--- config.mk ---
export PLATFORM = sky130hd
export DESIGN_NAME = instruction_fetch_stage
export DESIGN_NICKNAME = d
export VERILOG_FILES = /design/src/rtl/if_pkg.sv /design/src/rtl/if_id_reg.sv /design/src/rtl/instruction_fetch_stage.sv
export SDC_FILE = /design/constraint.sdc
export NUM_CORES = 1
export LEC_CHECK = 0
export BUFFER_PORTS_ARGS = -buffer_cell sky130_fd_sc_hd__buf_2
export CAP_MARGIN = 20
export CELL_PAD_IN_SITES_DETAIL_PLACEMENT = 2
export CELL_PAD_IN_SITES_GLOBAL_PLACEMENT = 2
export CORE_UTILIZATION = 29
export CTS_CLUSTER_DIAMETER = 60
export DETAILED_ROUTE_END_ITERATION = 10
export MAX_ROUTING_LAYER = met4
export PLACE_DENSITY_LB_ADDON = 0.1
export SYNTH_ARGS = -nofsm -noshare
export SYNTH_HDL_FRONTEND = slang
export SYNTH_SLANG_ARGS = --single-unit
--- constraint.sdc ---
create_clock -name clk -period 2.5 [get_ports clk]
set_input_delay 0.375 -clock clk [delete_from_list [all_inputs] [get_ports clk]]
set_output_delay 0.375 -clock clk [all_outputs]
set_load 0.005 [all_outputs]
--- src/rtl/if_pkg.sv ---
// Shared types and constants for the instruction fetch stage.
// No logic; referenced by the fetch FSM and the IF/ID register.
// No flow control of its own.
package if_pkg;

    // Fetch FSM: REQ issues, WAIT awaits data, HOLD parks data during a stall,
    // KILL swallows the response of a request that was redirected away.
    typedef enum logic [1:0] {
        REQ  = 2'd0,
        WAIT = 2'd1,
        HOLD = 2'd2,
        KILL = 2'd3
    } fetch_state_t;

    // Hazard-unit PC source encoding (2'b11 behaves as sequential).
    localparam logic [1:0] PC_SEL_HOLD     = 2'b00;
    localparam logic [1:0] PC_SEL_SEQ      = 2'b01;
    localparam logic [1:0] PC_SEL_REDIRECT = 2'b10;

    // addi x0, x0, 0: what IF/ID shows out of reset.
    localparam logic [31:0] NOP_INSTR = 32'h00000013;

endpackage

--- src/rtl/if_id_reg.sv ---
// IF/ID pipeline register holding {pc, instr, valid} for the decode stage.
// Latency: one cycle from load to outputs.
// Backpressure: flush beats stall beats load; an idle non-stalled cycle inserts a bubble.
module if_id_reg
    import if_pkg::*;
#(
    parameter int XLEN = 64
) (
    input  logic            clk,
    input  logic            reset,
    input  logic            load,
    input  logic            stall,
    input  logic            flush,
    input  logic [XLEN-1:0] pc_in,
    input  logic [31:0]     instr_in,
    output logic [XLEN-1:0] IF_ID_pc,
    output logic [31:0]     IF_ID_instr,
    output logic            IF_ID_valid
);

    // Flush only clears valid; pc/instr are meaningless once valid drops.
    always_ff @(posedge clk) begin
        if (reset) begin
            IF_ID_pc    <= '0;
            IF_ID_instr <= NOP_INSTR;
            IF_ID_valid <= 1'b0;
        end else if (flush) begin
            IF_ID_valid <= 1'b0;
        end else if (stall) begin
            IF_ID_valid <= IF_ID_valid;
        end else if (load) begin
            IF_ID_pc    <= pc_in;
            IF_ID_instr <= instr_in;
            IF_ID_valid <= 1'b1;
        end else begin
            IF_ID_valid <= 1'b0;
        end
    end

endmodule

--- src/rtl/instruction_fetch_stage.sv ---
// Fetch stage: PC register, single-outstanding imem request/response port, IF/ID register.
// Latency: request accepted at N, response at N+k, IF/ID valid at N+k+1 (peak 1 instr / 2 cycles).
// Backpressure: stalls park a returning word in a one-entry buffer; redirect flushes and kills in-flight data.
// Optional: define IF_PERF_CNT_EN to add perf_fetch_cnt / perf_stall_cnt outputs.
module instruction_fetch_stage
    import if_pkg::*;
#(
    parameter int              XLEN     = 64,
    parameter logic [XLEN-1:0] RESET_PC = '0
) (
    input  logic            clk,
    input  logic            reset,
    input  logic            IF_ID_write,
    input  logic [1:0]      PC_control_mux,
    input  logic [XLEN-1:0] branch_target,
    output logic            imem_req,
    output logic [XLEN-1:0] imem_addr,
    input  logic            imem_ready,
    input  logic            imem_rvalid,
    input  logic [31:0]     imem_rdata,
`ifdef IF_PERF_CNT_EN
    output logic [31:0]     perf_fetch_cnt,
    output logic [31:0]     perf_stall_cnt,
`endif
    output logic [XLEN-1:0] IF_ID_pc,
    output logic [31:0]     IF_ID_instr,
    output logic            IF_ID_valid
);

    fetch_state_t    state, state_nxt;
    logic [XLEN-1:0] pc, pc_nxt, pc_inc, target_aligned;
    logic [31:0]     fetch_buf, fetch_buf_nxt, deliver_instr;
    logic            redirect, stall, deliver;

    assign redirect       = (PC_control_mux == PC_SEL_REDIRECT);
    assign stall          = !IF_ID_write || (PC_control_mux == PC_SEL_HOLD);
    assign target_aligned = branch_target & ~{{(XLEN-2){1'b0}}, 2'b11};
    assign pc_inc         = pc + XLEN'(4);

    assign imem_req  = (state == REQ);
    assign imem_addr = pc;

    // Next-state, next-PC and fetch-buffer decode; redirect always wins over stall.
    always_comb begin
        state_nxt     = state;
        pc_nxt        = pc;
        fetch_buf_nxt = fetch_buf;
        deliver       = 1'b0;
        deliver_instr = fetch_buf;
        case (state)
            REQ: begin
                // Any rvalid here is a protocol error and is ignored.
                if (redirect) begin
                    pc_nxt = target_aligned;
                    if (imem_ready) state_nxt = KILL;
                end else if (imem_ready) begin
                    state_nxt = WAIT;
                end
            end
            WAIT: begin
                if (redirect) begin
                    pc_nxt    = target_aligned;
                    // A response landing with the redirect is consumed and dropped.
                    state_nxt = imem_rvalid ? REQ : KILL;
                end else if (imem_rvalid) begin
                    if (stall) begin
                        fetch_buf_nxt = imem_rdata;
                        state_nxt     = HOLD;
                    end else begin
                        deliver       = 1'b1;
                        deliver_instr = imem_rdata;
                        pc_nxt        = pc_inc;
                        state_nxt     = REQ;
                    end
                end
            end
            HOLD: begin
                if (redirect) begin
                    pc_nxt    = target_aligned;
                    state_nxt = REQ;
                end else if (!stall) begin
                    deliver       = 1'b1;
                    deliver_instr = fetch_buf;
                    pc_nxt        = pc_inc;
                    state_nxt     = REQ;
                end
            end
            KILL: begin
                if (redirect) pc_nxt = target_aligned;
                if (imem_rvalid) state_nxt = REQ;
            end
            default: state_nxt = REQ;
        endcase
    end

    // FSM, PC and fetch buffer; reset abandons any outstanding request.
    always_ff @(posedge clk) begin
        if (reset) begin
            state     <= REQ;
            pc        <= RESET_PC;
            fetch_buf <= NOP_INSTR;
        end else begin
            state     <= state_nxt;
            pc        <= pc_nxt;
            fetch_buf <= fetch_buf_nxt;
        end
    end

    if_id_reg #(
        .XLEN (XLEN)
    ) u_if_id_reg (
        .clk         (clk),
        .reset       (reset),
        .load        (deliver),
        .stall       (stall),
        .flush       (redirect),
        .pc_in       (pc),
        .instr_in    (deliver_instr),
        .IF_ID_pc    (IF_ID_pc),
        .IF_ID_instr (IF_ID_instr),
        .IF_ID_valid (IF_ID_valid)
    );

`ifdef IF_PERF_CNT_EN
    logic stall_eff;
    assign stall_eff = stall && !redirect;

    // Delivered-instruction and stalled-cycle counters, free-running with wrap.
    always_ff @(posedge clk) begin
        if (reset) begin
            perf_fetch_cnt <= '0;
            perf_stall_cnt <= '0;
        end else begin
            if (deliver)   perf_fetch_cnt <= perf_fetch_cnt + 32'd1;
            if (stall_eff) perf_stall_cnt <= perf_stall_cnt + 32'd1;
        end
    end
`endif

endmodule
-- After elaboration in Yosys (flattened, before gate mapping)
Cells that the tools add are included.
- input port bits: 103
- register bits: 195
- logic and storage cells: 53
- output and inout bits: 162
- muxes and demuxes: 25
- add/subtract/negate cells: 1
- reduce and logical (&&, ||, !) cells: 10
- equal/unequal tests: 9
- bitwise gates (word level): 2
- operator list (kind ; count):
    $mux 64 ; 5
    $pmux 64 s3 ; 1
    $add 64x3->64 const B ; 1
    $mux 32 ; 2
    $mux 2 ; 10
    $pmux 2 s4 ; 1
    $reduce_and 4->1 ; 2
    $eq 2x2->1 const B ; 3
    $ne 3x3->1 const B ; 2
    $mux 1 ; 5
    $logic_not 2->1 ; 2
    $ne 2x1->1 const B ; 2
    $reduce_or 2->1 ; 2
    $reduce_and 3->1 ; 1
    $eq 2x1->1 const B ; 1
    $ne 2x2->1 const B ; 1
    $not 1->1 ; 2
    $pmux 1 s2 ; 1
    $reduce_and 2->1 ; 1
    $logic_not 1->1 ; 1
    $logic_or 1x1->1 ; 1

-- Depth between registers and ports, before layout
Gate-level depths: netlist (run 1).
- depth after elaboration: 7
- gate-level depth with buffers: 9
- mapped depth without buffers: 8

-- By module
Synthesis (run 1) repeated with hierarchy kept, for this count alone.
- cells, all modules: 1236
- area, all modules: 10436.3 µm²
- modules (own cells, without submodules) (module ; instances ; cells each ; area an instance (µm²)):
    instruction_fetch_stage ; 1 ; 816 ; 6098.3
    if_id_reg ; 1 ; 420 ; 4337.9

-- Worst setup path after synthesis (run 1)
No wires, ideal clock.
- path type: register -> register
- from: register state[0]
- to: register pc[16] (netlist: imem_addr[16])
- data required time: 2.372 ns
- buffers on the path: 2
- arrival: 2.162 ns
- cell stages (with the launch flop): 10
- library setup time: 0.128 ns
- path slack: 0.211 ns
- path through: dfxtp_1 inv_1 ha_1 and3_1 and2_1 nor2_1 clkbuf_1 buf_2 a2bb2oi_1 nor2_1
- longest elaborated chain between the ends: 4
- elaborated cells on any way between the ends: 9
- RTL lines (element ; line ; text):
    start, declared ; instruction_fetch_stage.sv:30 ; fetch_state_t state, state_nxt;
    start signal, assigned ; instruction_fetch_stage.sv:103 ; state <= state_nxt;
    $eq 2x2->1 or $logic_not 2->1 (tied branches) ; instruction_fetch_stage.sv:50 ; case (state)
    $reduce_or 2->1 (no line) ; -- ;
    $ne 2x1->1 (no line) ; -- ;
    $reduce_and 2->1 (no line) ; -- ;
    end signal, assigned ; instruction_fetch_stage.sv:104 ; pc <= pc_nxt;
    end, declared ; instruction_fetch_stage.sv:31 ; logic [XLEN-1:0] pc, pc_nxt, pc_inc, target_aligned;
Parallel ways exist; a longest one is shown, timed or not.
A chain may end at the register's enable or synchronous reset.

-- Final worst setup path (run 1)
- from: register pc[3] (netlist: imem_addr[3])
- to: register pc[58] (netlist: imem_addr[58])
- longest elaborated chain between the ends: 5
- elaborated cells on any way between the ends: 6
- RTL lines (element ; line ; text):
    $add 64x3->64 * ; instruction_fetch_stage.sv:38 ; assign pc_inc = pc + XLEN'(4);
    $mux 64 * ; instruction_fetch_stage.sv:66, instruction_fetch_stage.sv:81 ;
    $mux 64 ; instruction_fetch_stage.sv:65 ; end else if (imem_rvalid) begin
    $mux 64 ; instruction_fetch_stage.sv:61 ; if (redirect) begin
    $pmux 64 s3 * ; instruction_fetch_stage.sv:50 ;
Every way passes the cells marked *; elsewhere a longest branch is shown, timed or not. The select of a mux whose other input is x is not followed.

==> reports/results.txt, run 1 <==
Post-synth cell types - 65
Fraction of registers with async set/reset - 0%
Max-cap violations - 0
Global-route wire length before repair - 56800 um
Core Area - 0.0300 mm2
Die Wd - 178 um
Full die area - 0.0315 mm2
Avg Vias per Cell - 5.28
Critical path peak fanout - 6
# port buffers - 258
Fillcell total - 3486
Post-synth top area share - 42.8%
Worst min-delay path class - primary input to flip-flop
IO Pins - 265
Setup violations, final - 0
Final std cells w/o fill - 1812
Layout net count - 1512
Min-delay src - branch_target[39]
Post-synthesis register bit count - 191
Area contributors post-synth - dfxtp_1 (43%), nand2_1 (11%), a21oi_1 (8.3%)
Lkg Pwr - 0.00463 uW
Final period utilization - 93.0%
Initial DRC Count - 420
Via Count - 9559
Clock Path Buffers - 2
Hold path endpoint - imem_addr[39]
DP Cell Count - 1772
Worst Path Arrival - 2.70 ns
Share of cells above drive strength 1 - 27.5%
Post-route DRC - 0
Syn Inst Count - 1142
Syn Area/Cell - 7.82 um2
Pwr dens - 804 mW/mm2
Crit-path most repeated cell - buf_4
Setup crit end kind - flip-flop
Clock latency on the worst-skew pair - 0.46 ns
Gr usage total - 23.9%
Cell Rows - 63
R2R cell count - 9
Initial Utilization - 29.8%
Worst setup SP type - flip-flop
CP Cell Sequence - ha_2 > nand4_2 > buf_4 > nor4_1 > buf_4 > and4_2 > nand3_1 > or3_1 > a31oi_1
Outcome - complete, no violations
Sequential-to-total area share from yosys stat - 42.8%
Worst slew pin tran - 0.576 ns
Final Util - 39.0%
CTS tree - done
GP Congestion - 0.787
Final hold vios - 0
Hold buffers post-CTS - 0
H-tree depth - 4
Clk root buf - clkbuf_16
Largest net degree at the start of global routing - 95
Grt total ovfl - 0
Die extent in y - 178 um
Fmax - 0.430 GHz
Worst vdd ir - 0.525 mV
Ys flop type - dfxtp_1
Largest stage delay on the critical path - 0.35 ns
Cell taking the most area after synthesis - dfxtp_1
Slew Limit Fails - 0
CTS Buf Count - 17
Worst-path clk slew - 0.07 ns
Crit Reg-Reg Startpoint - imem_addr[3]
Minimum clock period - 2.32 ns
WL/cell - 19.8 um
Setup Skew - 0.0136 ns
Yosys warnings - 0
Initial antenna violation count - 5
First-pass DRT Iterations - 4
DRT antenna net count - 0
Vias in the first global route - 10229
EDFF count, synth - 0
Post-DP HPWL - 25100 um
Hold Path Cell Cnt - 3
Mapped Area - 0.00894 mm2
Reg2reg end - imem_addr[58]
Slowest-stage cell, CP - dfxtp_1
Sink Count - 191
Area delta synth->final - 30.6%
Type of the worst setup path - flip-flop to flip-flop
Relative slew slack - 61.3%
Reg-to-reg setup timing slack - 0.18 ns
Critical Path RT - 2.88 ns
Final wirelength - 35900 um
final cells by class:
| type | count | area [um2] | area share, % |
|---|---|---|---|
| inverter | 8 | 30.0 | 0.257 |
| clock buffer | 21 | 450 | 3.86 |
| multi-input combinational | 850 | 4740 | 40.6 |
| sequential | 191 | 3820 | 32.8 |
| tap | 390 | 488 | 4.18 |
| timing repair buffer | 336 | 2010 | 17.2 |
| antenna | 6 | 15.0 | 0.129 |
| clock inverter | 10 | 113 | 0.965 |
Yosys cell counts, drive strengths merged, types with 12 or more instances:
| cell type | instances |
|---|---|
| a211oi | 41 |
| a21oi | 149 |
| a31oi | 16 |
| and3 | 18 |
| buf | 13 |
| clkbuf | 83 |
| dfxtp | 191 |
| mux2i | 39 |
| nand2 | 256 |
| nand3 | 41 |
| nand4 | 31 |
| nor2 | 77 |
| nor3 | 13 |
| nor4 | 12 |
| o21ai | 29 |
| o22ai | 17 |
| or3 | 13 |
report_power, final:
part,internal (uW),switching (uW)
Clock,1500,1270
Combinational,1180,1810
Sequential,3340,278
logic make-up after synthesis:
family                     count (synthesis)  synth area share (%)
adders and majority gates                  5                 0.700
xor gates and xnor gates                   1                0.0980
buffers and inverters                    104                  4.91
other                                      1                0.0420
DFF                                      191                  42.8
AOI/OAI and AO/OA                        306                  20.8
and+or+nand+nor                          493                  26.0
muxes                                     41                  4.62
metrics by stage:
stage | area [um2] | setup TNS, ns | total power, uW | hold WS [ns] | setup slack, ns
3_3_place_gp | 11000 | 0 | 6640 | 0.439 | 0.147
2_1_floorplan | 8950 | 0 | 5330 | 0.436 | 0.211
3_5_place_dp | 11000 | 0 | 6720 | 0.449 | 0.0438
6_report | 11700 | 0 | 9380 | 0.154 | 0.176
5_1_grt | 11700 | -0.0147 | 9970 | 0.153 | -0.0147
4_1_cts | 11600 | 0 | 9540 | 0.139 | 0.0722
repair_timing:
item                                    4_1_cts  5_1_grt
pin swaps                                     1        1
hold endpoints to repair                      0        0
endpoints found under the setup margin        1        8
setup buffers                                 3        0
gates cloned                                  0        0
resized for setup                             0        4
state kept, by name, indices dropped and copies added (netlist names):
name,cells
fetch_buf,32
imem_addr,62
u_if_id_reg.IF_ID_instr,32
u_if_id_reg.IF_ID_pc,62
u_if_id_reg.IF_ID_valid,1
state,2
critical path: cells and delay by family, from the launching register on:
family          cells  cell delay, ns
simple gates        5            1.12
buf+inv             2            0.38
flops               1            0.35
fa+ha+maj           1            0.24
compound gates      1            0.16
routing by layer:
layer  vias up  part of all wire, %  track usage (%)
li1       4579                    -                -
met1      4737                   45             29.3
met2       214                   50             39.9
met3        29                  4.8             4.97
met4         0                  1.1             5.70
met5         -                    0                -
cells in the final DEF (no fill, tap or decap), types with 4 or more instances in the layout:
cell       synthesis  final
a211oi_1          41     41
a21oi_1          149    149
a22oi_1            8      8
a311oi_1           7      7
a31oi_1           16     16
and2_1             7      6
and3_1            17     16
buf_12             1     10
buf_2              4    257
buf_4              5     68
clkbuf_16          0     17
clkinv_2           0      4
conb_1             1      4
dfxtp_1          191    191
diode_2            0      6
ha_1               5      4
inv_1              8      8
mux2i_1           39     39
nand2_1          255    254
nand2b_1           5      5
nand3_1           38     38
nand4_1           29     29
nor2_1            77     76
nor3_1            12     12
nor4_1             9      8
nor4_4             3      4
o211ai_1           5      5
o21ai_0           27     27
o22ai_1           17     17
o31ai_1            8      8
o32ai_1            4      4
or3_1             13     13
or4_1              4      4
how the worst max path moves through the flow:
stage / start / end / slack [ns] / cells after the start
after floorplan: state[0] / imem_addr[16] / 0.21 / 9
after global placement: imem_addr[2] / imem_addr[60] / 0.15 / 7
after detailed placement: imem_addr[3] / imem_addr[60] / 0.04 / 7
after CTS: imem_addr[22] / imem_addr[39] / 0.07 / 7
after global routing: imem_addr[3] / imem_addr[58] / -0.01 / 9
final: imem_addr[3] / imem_addr[58] / 0.18 / 9
Note: power is estimated with default switching activity, not from simulation.
==> run 2, diff against run 1 <==
--- a/config.mk
+++ b/config.mk
@@ -13,7 +13,7 @@
 export CTS_CLUSTER_DIAMETER = 60
 export DETAILED_ROUTE_END_ITERATION = 10
 export MAX_ROUTING_LAYER = met4
-export PLACE_DENSITY_LB_ADDON = 0.1
+export PLACE_DENSITY_LB_ADDON = 0.08
 export SYNTH_ARGS = -nofsm -noshare
 export SYNTH_HDL_FRONTEND = slang
 export SYNTH_SLANG_ARGS = --single-unit
==> constraint.sdc (replaced) <==
create_clock -name clk -period 2.5 [get_ports clk]
set_input_delay 0.375 -clock clk [delete_from_list [all_inputs] [get_ports clk]]
set_output_delay 0.375 -clock clk [all_outputs]
set_load 0.05 [all_outputs]
==> run 2 against run 1 <==
  * Core utilization fell by 0.071 points
  * Maximum frequency fell by 1.6%
  * Sequential power barely moved
  * Combinational power rose by 30%
  * Global-route usage fell by 0.60 points
  * Worst hold slack improved by 0.011 ns
  * Clock skew rose by 0.0016 ns
  * First-iteration DRC count rose by 7.1%
  * Register-to-register slack got worse by 0.04 ns
  * Setup slack got worse by 0.038 ns
  * Via count fell by 1.0%
  * Critical path type unchanged
  * Largest cell class unchanged
==> reports/results.txt, run 2 (synthesis gave the netlist of run 1 again) <==
WL/cell - 19.6 um (was 19.8 um)
Setup TNS - 0 ns (unchanged)
Type of the worst setup path - flip-flop to flip-flop (unchanged)
Gr usage total - 23.3% (was 23.9%)
DP Cell Count - 1774 (was 1772)
Sink Count - 191 (unchanged)
Cell Rows - 63 (unchanged)
Place WS - 0.0135 ns (was 0.0438 ns)
Max-cap violations - 0 (unchanged)
Critical path peak fanout - 11 (was 6)
Worst Path Arrival - 2.72 ns (was 2.70 ns)
Fin area - 0.0116 mm2 (was 0.0117 mm2)
Avg Vias per Cell - 5.23 (was 5.28)
H-tree depth - 4 (unchanged)
Minimum clock period - 2.36 ns (was 2.32 ns)
Met2 wire length - 17500 um (was 17800 um)
Setup crit end kind - flip-flop (unchanged)
CTS Buf Count - 17 (unchanged)
Slew Limit Fails - 0 (unchanged)
Post-DP HPWL - 25000 um (was 25100 um)
Initial Utilization - 29.8% (unchanged)
Critical Path RT - 2.86 ns (was 2.88 ns)
Final period utilization - 94.5% (was 93.0%)
Via Count - 9462 (was 9559)
Layout net count - 1511 (was 1512)
Clk root buf - clkbuf_16 (unchanged)
Commonest non-fill, non-tap cell in the layout - buf_2 (unchanged)
Worst slew pin tran - 0.567 ns (was 0.576 ns)
Setup violations, final - 0 (unchanged)
Fmax - 0.423 GHz (was 0.430 GHz)
Worst min-delay path class - primary input to flip-flop (unchanged)
Relative slew slack - 61.9% (was 61.3%)
Clock Path Buffers - 2 (unchanged)
Post-route worst setup slack - 0.138 ns (was 0.176 ns)
Worst setup SP type - flip-flop (unchanged)
Global-route wire length before repair - 55500 um (was 56800 um)
Clock latency on the worst-skew pair - 0.44 ns (was 0.46 ns)
Die Wd - 178 um (unchanged)
Crit-path most repeated cell - buf_4 (unchanged)
Setup Skew - 0.0151 ns (was 0.0136 ns)
Pwr dens - 884 mW/mm2 (was 804 mW/mm2)
Final wirelength - 35400 um (was 35900 um)
DRT antenna net count - 0 (unchanged)
First-pass DRT Iterations - 4 (unchanged)
GP Congestion - 0.792 (was 0.787)
CP Cell Sequence - ha_1 > nand4_2 > nor4_4 > buf_4 > nand4_1 > buf_4 > or4_1 > a31oi_1 (was ha_2 > nand4_2 > buf_4 > nor4_1 > buf_4 > and4_2 > nand3_1 > or3_1 > a31oi_1)
M1 WL - 15900 um (was 16000 um)
DR top layer - met4 (unchanged)
Slowest-stage cell, CP - or4_1 (was dfxtp_1)
Worst vdd ir - 0.406 mV (was 0.525 mV)
Largest stage delay on the critical path - 0.47 ns (was 0.35 ns)
Overall power after layout - 10300 uW (was 9380 uW)
Post-Place Cell Area - 0.0110 mm2 (about the same)
Worst-path clk slew - 0.07 ns (about the same)
CTS tree - done (unchanged)
# port buffers - 258 (unchanged)
Grt total ovfl - 0 (unchanged)
Most frequent cells in the layout - buf_2 (257), nand2_1 (254), dfxtp_1 (189), a21oi_1 (149), nor2_1 (76) (was buf_2 (257), nand2_1 (254), dfxtp_1 (191), a21oi_1 (149), nor2_1 (76))
Final hold vios - 0 (unchanged)
Largest net degree at the start of global routing - 82 (was 95)
Setup Buffers After CTS - 0 (was 3)
Lkg Pwr - 0.00461 uW (was 0.00463 uW)
RSZ-0062 raised after global routing - yes
Final std cells w/o fill - 1809 (was 1812)
Post-route DRC - 0 (unchanged)
Full die area - 0.0315 mm2 (unchanged)
Core Area - 0.0300 mm2 (unchanged)
Outcome - complete, no violations (unchanged)
Die extent in y - 178 um (unchanged)
Area delta synth->final - 30.3% (was 30.6%)
Initial DRC Count - 450 (was 420)
Vias in the first global route - 9961 (was 10229)
IO Pins - 265 (unchanged)
Met3 routed WL - 1520 um (was 1740 um)
Initial antenna violation count - 4 (was 5)
Hold buffers post-CTS - 0 (unchanged)
Share of cells above drive strength 1 - 27.5% (about the same)
-- run 2: cell types whose count changed in the layout (fill, tap and decap cells not counted), moves of 2 or more --
cell and delta:
buf_12 -2, clkinvlp_4 +2, dfxtp_1 -2, clkinv_2 -4
dfxtp_2 +2, clkbuf_8 +2
-- run 2: timing repair --
| item | in CTS | in global routing |
|---|---|---|
| setup endpoints to repair | 1 | 2 |
| pin swaps | 0 | 1 |
| gates resized for setup | 1 | 2 |
| gates cloned | 0 | 0 |
-- run 2: area by class of cell --
class | count | area [um2]
timing repair buffer | 335 | 1980
multi-input combinational | 850 | 4730
inverter | 8 | 30.0
fill | 3519 | 18300
clock inverter | 8 | 108
antenna | 5 | 12.5
tap | 390 | 488
sequential | 191 | 3830
clock buffer | 22 | 474
-- run 2: critical path, delay by kind of cell (launching register included) --
family | cells | cell delay, ns
AOI/OAI and AO/OA | 1 | 0.16
adders and majority gates | 1 | 0.24
buffers and inverters | 2 | 0.43
DFF | 1 | 0.33
and+or+nand+nor | 4 | 1.12
-- run 2: through the flow --
| stage | utilization [%] | hold WS (ns) |
|---|---|---|
| 2_1_floorplan | - | 0.436 |
| 5_1_grt | 38.9 | 0.165 |
| 3_3_place_gp | 36.8 | 0.440 |
| 4_1_cts | 38.8 | 0.138 |
| 6_report | 38.9 | 0.165 |
| 3_5_place_dp | 36.8 | 0.446 |
-- run 2: power breakdown --
part | switching, uW | internal [uW] | total [uW] | leakage [uW]
Sequential | 267 | 3350 | 3610 | 0.00155
Clock | 1250 | 1550 | 2800 | 0.000271
Combinational | 2690 | 1190 | 3880 | 0.00279
-- run 2: path summary, 6_finish.rpt --
path | slack (ns) | end | depth (start not counted) | from
min | 0.17 | fetch_buf[1] | 3 | imem_rdata[1]
max reg2reg | 0.14 | imem_addr[60] | 8 | imem_addr[3]
min reg2reg | 0.45 | u_if_id_reg.IF_ID_pc[20] | 2 | u_if_id_reg.IF_ID_pc[20]
max | 0.14 | imem_addr[60] | 8 | imem_addr[3]
-- run 2: per-layer routing --
layer | up-vias | GRT usage, %
met5 | - | -
met4 | 0 | 5.52
met3 | 22 | 3.86
met2 | 192 | 39.3
met1 | 4668 | 28.8
li1 | 4580 | -
